File: src/rtl/fetch_splitter_pkg.sv
// rtl/fetch_splitter_pkg.sv - shared fetch/decode widths and slot helpers
package fetch_splitter_pkg;

  localparam int XLEN    = 64;
  localparam int INSTR_W = 32;
  localparam int PKT_W   = 2 * INSTR_W;

  // Bit 2 of a packet PC names the first slot worth decoding after a redirect.
  function automatic logic start_slot(input logic [XLEN-1:0] pc);
    return pc[2];
  endfunction

endpackage

File: src/rtl/fetch_splitter.sv
// rtl/fetch_splitter.sv - splits two-slot fetch packets into one instruction per cycle
module fetch_splitter
  import fetch_splitter_pkg::*;
(
  input  logic               clk,
  input  logic               rst,
  input  logic               flush,
  input  logic [XLEN-1:0]    a_pc,
  input  logic [PKT_W-1:0]   a_instr,
  input  logic               a_fault,
  input  logic               a_valid,
  output logic               a_ready,
  output logic [XLEN-1:0]    b_pc,
  output logic [INSTR_W-1:0] b_instr,
  output logic               b_fault,
  output logic               b_valid,
  input  logic               b_ready
);

  typedef enum logic [1:0] {
    ST_EMPTY = 2'd0,
    ST_SLOT0 = 2'd1,
    ST_SLOT1 = 2'd2
  } state_t;

  state_t            state;
  state_t            state_nxt;
  logic [XLEN-1:3]   pkt_pc_hi;
  logic [PKT_W-1:0]  pkt_instr;
  logic              pkt_fault;
  logic              fire;
  logic              last_fire;
  logic              accept;
  logic              unused_pc_bits;

  assign unused_pc_bits = ^a_pc[1:0];

  always_comb begin
    b_valid   = (state != ST_EMPTY);
    fire      = b_valid && b_ready;
    // A faulted packet retires after its first emitted slot.
    last_fire = fire && ((state == ST_SLOT1) || pkt_fault);
    a_ready   = !flush && ((state == ST_EMPTY) || last_fire);
    accept    = a_valid && a_ready;

    state_nxt = state;
    if (flush) begin
      state_nxt = ST_EMPTY;
    end else if (accept) begin
      state_nxt = start_slot(a_pc) ? ST_SLOT1 : ST_SLOT0;
    end else if (fire) begin
      state_nxt = last_fire ? ST_EMPTY : ST_SLOT1;
    end
  end

  always_ff @(posedge clk or posedge rst) begin
    if (rst) begin
      state     <= ST_EMPTY;
      pkt_pc_hi <= '0;
      pkt_instr <= '0;
      pkt_fault <= 1'b0;
    end else begin
      state <= state_nxt;
      if (accept) begin
        pkt_pc_hi <= a_pc[XLEN-1:3];
        pkt_instr <= a_instr;
        pkt_fault <= a_fault;
      end
    end
  end

  always_comb begin
    b_instr = (state == ST_SLOT1) ? pkt_instr[PKT_W-1:INSTR_W] : pkt_instr[INSTR_W-1:0];
    b_pc    = {pkt_pc_hi, (state == ST_SLOT1), 2'b00};
    b_fault = pkt_fault;
  end

endmodule

File: config.mk
export PLATFORM = sky130hd
export DESIGN_NAME = fetch_splitter
export DESIGN_NICKNAME = d
export VERILOG_FILES = /design/src/rtl/fetch_splitter_pkg.sv /design/src/rtl/fetch_splitter.sv
export SDC_FILE = /design/constraint.sdc
export NUM_CORES = 1
export LEC_CHECK = 0
export ABC_AREA = 0
export CAP_MARGIN = 15
export CORE_ASPECT_RATIO = 0.8
export CORE_MARGIN = 10
export CORE_UTILIZATION = 38
export DETAILED_ROUTE_END_ITERATION = 16
export DONT_BUFFER_PORTS = 1
export GPL_TIMING_DRIVEN = 0
export PLACE_DENSITY = 0.56
export SLEW_MARGIN = 5
export SYNTH_ARGS = -nofsm -noshare
export SYNTH_HDL_FRONTEND = slang
export SYNTH_SLANG_ARGS = --single-unit
File: constraint.sdc
create_clock -name clk -period 9.5 [get_ports clk]
set_clock_uncertainty 0.2 [all_clocks]
set_input_delay 1.9 -clock clk [delete_from_list [all_inputs] [get_ports clk]]
set_output_delay 1.9 -clock clk [all_outputs]
set_load 0.01 [all_outputs]
# ---- Word level (Yosys, flattened, before mapping)
# Cells that the tools add are included.
dict set report totals {
  regBits 128
  inputBits 134
  output_inout_bits 99
}
dict set report classes {
  n_eq_ne 1
  muxes 6
  reduce_logical 10
}
# operator n
set ops {}
lappend ops {{$mux W32} 1}
lappend ops {{$mux W2} 5}
lappend ops {{$logic_and A1 B1 Y1} 4}
lappend ops {{$reduce_bool A3 Y1} 1}
lappend ops {{$eq A2 B2 Y1 const B} 1}
lappend ops {{$logic_not A2 Y1} 1}
lappend ops {{$logic_or A1 B1 Y1} 2}
lappend ops {{$reduce_bool A2 Y1} 1}
lappend ops {{$logic_not A1 Y1} 1}

# ---- Depth between registers and ports, before layout
# Gate-level depths: netlist of run 1.
dict set report logic_depth {
  depth_word 8
  ltp_mapped 6
  ltp_nobuf 3
}

# ---- Worst setup path before layout of run 1
# OpenSTA, ideal clock, no wires.
dict set report synth_path {
  path_kind {in2out}
  start {in b_ready}
  end {out a_ready}
  arrival_time_ns 2.660
  t_required_ns 7.400
  slack_ns 4.740
  path_stages 5
  path_cell_list {nor2b_2 a2bb2oi_1 buf_2 buf_2 nor2_1}
}
dict set report synth_via {
  elab_chain_len 4
}
# item line
set synth_rtl {}
lappend synth_rtl {{start, declared} fetch_splitter.sv:17} ;# input logic b_ready
lappend synth_rtl {{$logic_and A1 B1 Y1} fetch_splitter.sv:40} ;# fire = b_valid && b_ready;
lappend synth_rtl {{$logic_and A1 B1 Y1} fetch_splitter.sv:42} ;# last_fire = fire && ((state == ST_SLOT1) || pkt_fault);
lappend synth_rtl {{$logic_or A1 B1 Y1} fetch_splitter.sv:43} ;# a_ready = !flush && ((state == ST_EMPTY) || last_fire);
lappend synth_rtl {{$logic_and A1 B1 Y1} fetch_splitter.sv:43}
lappend synth_rtl {{end, declared} fetch_splitter.sv:12} ;# output logic a_ready,
# No other way between the ends.

# ---- Final worst setup path of run 1
# Same ends and word-level chain as after synthesis.

==> results.cfg, run 1 <==
[critical_path]
cp-end-kind = output pin
required_ns = 7.40
cp.arrival_ns = 3.00
start_kind = input port
critPathKind = in -> out
path_max_fanout = 10

[logic_synthesis]
yosysSeqAreaShare_pct = 56.12
ys_warn_count = 0
synth_cell_types = 22
synth-seq-cells = 128
syn-instance-count = 615
synth_area_mm2 = 0.005708
syn_avg_cell_area_um2 = 9.281

[place]
place_congestion = 0.8303
io_buffers = 0
dp_hpwl_um = 14140

[finish]
drive_above_1_share_pct = 16.02
antennaDiodeCount = 0
finalNetCount = 770
syn2layout_area_growth_pct = 15.30
post-route-util_pct = 45.41
fill_cells = 1417

[drt]
wl_met3_um = 2163
via_count = 4757
highest_layer = met4
wire_per_inst_um = 23.17
dr.pass1.iters = 5
avgViaCountPerCell = 5.711
wl_met1_um = 7753
wl_met2_um = 9047
dr.first_iter.drc_count = 278
final_antenna_net_count = 0
drc = 0
wl_um = 19300

[outcome]
status = completed

[power_and_ir_drop]
p_int_mw = 1.157
vdd_drop_max_v = 0.00008982
power_density_mw_per_mm2 = 250.0
power_frac_seq_pct = 44.3
swShare_pct = 29.69
pwr-share-comb_pct = 15.2
pwr-share-clk_pct = 40.5
p_switching_mw = 0.4885
power.leakage_nw = 2.988

[clock_tree]
cts-root-buf = clkbuf_16
clk_pin_slew_worst_paths_ns = 0.05
cts-resized-gates = 0
insertion_delay_ns = 0.41
cts_setup_buffers = 0
clockBufferDepth = 2
numCtsBuffers = 17
tritoncts = done
cts_hold_buf = 0
clock_sinks = 128
cts_max_level = 4

[sta]
worst_pin_slew_ns = 0.6295
hold_viol_final = 0
rsz0062_at_grt = no
period_needed_ns = 5.102
slew_headroom_pct = 57.81
setup-violations-final = 0
timing.fmax_mhz = 196.0
setup-tns-final_ns = 0
maxSlewViolCount = 0
fin_crit_sh_pct = 53.71

[floorplanning]
die-height_um = 129.6
row_count = 39
core_mm2 = 0.01449
die_w_um = 157.0
initial_utilization_pct = 39.39
dieArea_mm2 = 0.02035
io_pins = 233

[hold_path]
hold_class = reg -> reg

[grt]
grt_max_degree = 81
grt_pass1_wl_um = 29170
grt_antenna_before_repair = 0
first_global_vias = 4895
grt_usage_pct = 18.75
gr-total-overflow = 0

[flow_run]
max_cap_violations = 0
-- final timing paths --
kind | slack [ns] | cells after the start | end | startpoint
setup reg to reg | 7.28 | 5 | pkt_instr[55] | b_fault
setup / recovery | 4.40 | 5 | a_ready | b_ready
min in group asynchronous | 1.16 | 1 | pkt_pc_hi[8] | rst
hold reg to reg | 0.33 | 2 | pkt_instr[24] | pkt_instr[24]
max in group asynchronous | 7.19 | 2 | pkt_pc_hi[46] | rst
hold / removal | 0.33 | 2 | pkt_instr[24] | pkt_instr[24]
-- logic make-up after synthesis --
kind of cell / Yosys count / share of synthesized area, %
flops: 128 / 56.12
buf+inv: 63 / 5.283
simple gates: 261 / 17.84
other cells: 1 / 0.06570
mux: 32 / 6.313
compound gates: 130 / 14.38
-- cells in the final DEF (no fill, tap or decap), drive strengths merged --
master and n:
nand2 250, dfrtp 128, o22ai 125, clkbuf 43, buf 37, mux2 32, clkinv 8, nand2b 3
bufinv 3, nor2b 3, inv 3, conb 2, clkinvlp 2, a2bb2oi 1, nor3 1, nand4b 1
or2 1, nor2 1, o32a 1, a31oi 1, nand3 1, a21oi 1, o32ai 1
-- cells in the mapped netlist --
| cell type | instances | area share (%) |
|---|---|---|
| a21oi_1 | 1 | 0.088 |
| a2bb2oi_1 | 1 | 0.15 |
| a31oi_1 | 1 | 0.11 |
| buf_2 | 28 | 2.5 |
| buf_4 | 8 | 1.1 |
| clkbuf_1 | 24 | 1.6 |
| conb_1 | 1 | 0.066 |
| dfrtp_1 | 128 | 56 |
| inv_1 | 3 | 0.20 |
| mux2_2 | 32 | 6.3 |
| nand2_1 | 250 | 16 |
| nand2b_1 | 3 | 0.33 |
| nand3_1 | 1 | 0.088 |
| nand4b_1 | 1 | 0.15 |
| nor2_1 | 1 | 0.066 |
| nor2b_1 | 2 | 0.22 |
| nor2b_2 | 1 | 0.15 |
| nor3_4 | 1 | 0.29 |
| o22ai_1 | 125 | 14 |
| o32a_1 | 1 | 0.18 |
| o32ai_1 | 1 | 0.15 |
| or2_2 | 1 | 0.11 |
-- sequential cells by signal (all words and copies together) (netlist names) --
| register | count |
|---|---|
| b_fault | 1 |
| pkt_instr | 64 |
| pkt_pc_hi | 61 |
| state | 2 |
-- cell type report --
| cell class | instances | area [um2] | share of cell area, % |
|---|---|---|---|
| Tap cell | 184 | 230.2 | 3.498 |
| Clock buffer | 19 | 442.9 | 6.730 |
| Clock inverter | 13 | 163.9 | 2.490 |
| Timing Repair Buffer | 1 | 27.53 | 0.4183 |
| Sequential cell | 128 | 3203 | 48.67 |
| Inverter | 3 | 16.27 | 0.2471 |
| Buffer | 60 | 290.3 | 4.411 |
| Multi-Input combinational cell | 425 | 2207 | 33.54 |
-- power groups by stage --
stage / clock network [mW] / logic (mW) / registers [mW]
2_1_floorplan: 0 / 0.195 / 0.711
3_3_place_gp: 0 / 0.241 / 0.737
3_5_place_dp: 0 / 0.251 / 0.739
4_1_cts: 0.681 / 0.251 / 0.732
5_1_grt: 0.707 / 0.280 / 0.742
6_report: 0.667 / 0.250 / 0.729
-- stage by stage --
stage          cells  hold WS, ns  area [um2]  power, mW  worst slack, ns
3_3_place_gp     800       0.3129        5942     0.9779            2.556
3_5_place_dp     801       0.3240        5974     0.9895            4.373
2_1_floorplan    616       0.2929        5712     0.9061            3.987
6_report         833       0.3294        6581      1.645            4.398
5_1_grt          833       0.3550        6581      1.729            4.288
4_1_cts          833       0.3328        6581      1.664            4.362
-- routing by layer --
| metal | track usage, % | up-vias |
|---|---|---|
| met5 | 0 | - |
| met4 | 6.970 | 0 |
| met3 | 8.829 | 19 |
| met2 | 28.40 | 226 |
| met1 | 22.96 | 2364 |
| li1 | - | 2148 |
-- critical path, cell delays in order --
cell       delay, ns
nor2b_2         0.19
a2bb2oi_1       0.18
buf_2           0.28
buf_2           0.30
nor2_1          0.14
Note: power is estimated with default switching activity, not from simulation.
==> run 2: changes to the inputs <==
--- a/config.mk
+++ b/config.mk
@@ -13,7 +13,7 @@
 export DETAILED_ROUTE_END_ITERATION = 16
 export DONT_BUFFER_PORTS = 1
 export GPL_TIMING_DRIVEN = 0
-export PLACE_DENSITY = 0.56
+export PLACE_DENSITY = 0.58
 export SLEW_MARGIN = 5
 export SYNTH_ARGS = -nofsm -noshare
 export SYNTH_HDL_FRONTEND = slang
==> constraint.sdc (replaced) <==
create_clock -name clk -period 4.6 [get_ports clk]
set_clock_uncertainty 0.2 [all_clocks]
set_input_delay 0.92 -clock clk [delete_from_list [all_inputs] [get_ports clk]]
set_output_delay 0.92 -clock clk [all_outputs]
set_load 0.01 [all_outputs]
==> run 2 against run 1 <==
  * Register-to-register slack got worse by 4.9 ns
  * Hold slack got worse by 0.099 ns
  * Global-route usage fell by 0.33 points
  * Cell area is essentially flat
  * First-iteration DRC count shrank 3.2%
  * Count of clock-buffer cells in the layout is 2 lower
==> results.cfg, run 2 (same netlist as run 1, synthesis figures left out) <==
[critical_path]
rr_endpoint = pkt_instr[46]
slowest_delay_ns = 0.30
r2r-start = state[1]
cp.arrival_ns = 2.00
cp-end-kind = output pin
start_kind = input port
required_ns = 3.48
path_max_fanout = 10
critPathKind = in -> out
rrSetupSlack_ns = 2.37
path_cells = nor2b_2, a2bb2oi_1, buf_2, buf_2, nor2_1
timing.critical_path.mode_cell = buf_2
cp-startpoint = b_ready
reg2reg_depth = 5
crit_slowest_cell = buf_2

[flow_run]
max_cap_violations = 0

[grt]
grt_pass1_wl_um = 28750
grt_usage_pct = 18.42
grt_antenna_before_repair = 1
gr-total-overflow = 0
first_global_vias = 4821
grt_max_degree = 66

[sta]
finalHoldWorstSlack_ns = 0.2309
slew_headroom_pct = 59.03
timing.fmax_mhz = 320.8
rsz0062_at_grt = no
setup-tns-final_ns = 0
fin_crit_sh_pct = 67.77
hold_viol_final = 0
fin_ws_ns = 1.482
maxSlewViolCount = 0
setup-violations-final = 0
period_needed_ns = 3.118
worst_pin_slew_ns = 0.6145

[clock_tree]
clock_sinks = 128
cts_setup_buffers = 0
cts_hold_buf = 0
tritoncts = done
cts_max_level = 4
clockBufferDepth = 2
numCtsBuffers = 17
insertion_delay_ns = 0.42
cts-resized-gates = 0
cts-root-buf = clkbuf_16
clk_pin_slew_worst_paths_ns = 0.06

[finish]
finalNetCount = 770
largest_reg_flops = 64
final_common_cell = nand2_1
multi_input_area_mm2 = 0.002207
seq_area_mm2 = 0.003203
top_regs = pkt_instr: 64 flops, pkt_pc_hi: 61 flops, state: 2 flops
layout_common_cells = nand2_1 (250), dfrtp_1 (128), o22ai_1 (125), mux2_2 (32), buf_2 (28)
antennaDiodeCount = 0
top_register = pkt_instr
final_area_mm2 = 0.006584
syn2layout_area_growth_pct = 15.34
post-route-util_pct = 45.43
instances_no_fill = 833
drive_above_1_share_pct = 16.18
fill_cells = 1388

[floorplanning]
initial_utilization_pct = 39.39
die-height_um = 129.6
row_count = 39
core_mm2 = 0.01449
die_w_um = 157.0
io_pins = 233
dieArea_mm2 = 0.02035

[drt]
final_antenna_net_count = 0
via_count = 4699
dr.pass1.iters = 5
wire_per_inst_um = 23.09
drc = 0
wl_um = 19230
avgViaCountPerCell = 5.641
dr.first_iter.drc_count = 269

[hold_path]
hold_class = in -> async

[outcome]
status = completed

[place]
dp_hpwl_um = 14010
place_inst = 801
place_congestion = 0.8124
pre_cts_slack_ns = 1.476
io_buffers = 0
dpl-instance-area_mm2 = 0.005974

[power_and_ir_drop]
vdd_drop_max_v = 0.0003245
power.total_mw = 3.414
power.leakage_nw = 2.986
power_density_mw_per_mm2 = 518.6
-- run 2: cell count changes in the layout (fill, tap and decap cells not counted) --
cell	delta
inv_6	+4
clkinv_4	-2
clkbuf_1	-1
clkbuf_8	-1
clkinv_2	-1
clkinvlp_4	+1
-- run 2: per-layer routing --
metal / GRT usage (%) / wire length [um] / vias up
met5: 0 / 20 / -
met4: 5.488 / 254 / 2
met3: 8.763 / 2225 / 22
met2: 28.35 / 8973 / 230
met1: 22.65 / 7756 / 2303
li1: - / - / 2142
-- run 2: final cells by class --
class                           instances  share of cell area [%]
Clock buffer                           17                   6.461
Sequential cell                       128                   48.65
Buffer                                 60                   4.409
Clock inverter                         15                   2.794
Timing Repair Buffer                    1                  0.4181
Multi-Input combinational cell        425                   33.52
Inverter                                3                  0.2471
Tap cell                              184                   3.497
-- run 2: critical path, delay by kind of cell --
kind / cells / cell delay (ns)
buf+inv: 2 / 0.57
simple gates: 2 / 0.34
compound gates: 1 / 0.17
-- run 2: where the power goes --
part	internal [mW]	total, mW	switching (mW)
combinational	0.201	0.512	0.310
sequential	1.32	1.51	0.188
clock	0.858	1.39	0.535
-- run 2: how the worst max path moves through the flow --
| stage | end | slack, ns | depth (start not counted) |
|---|---|---|---|
| 2_1_floorplan | b_fault | 0.07 | 1 |
| 3_3_place_gp | pkt_pc_hi[61] | -1.29 | 1 |
| 3_5_place_dp | a_ready | 1.48 | 5 |
| 4_1_cts | a_ready | 1.47 | 5 |
| 5_1_grt | a_ready | 1.41 | 5 |
| 6_report | a_ready | 1.48 | 5 |
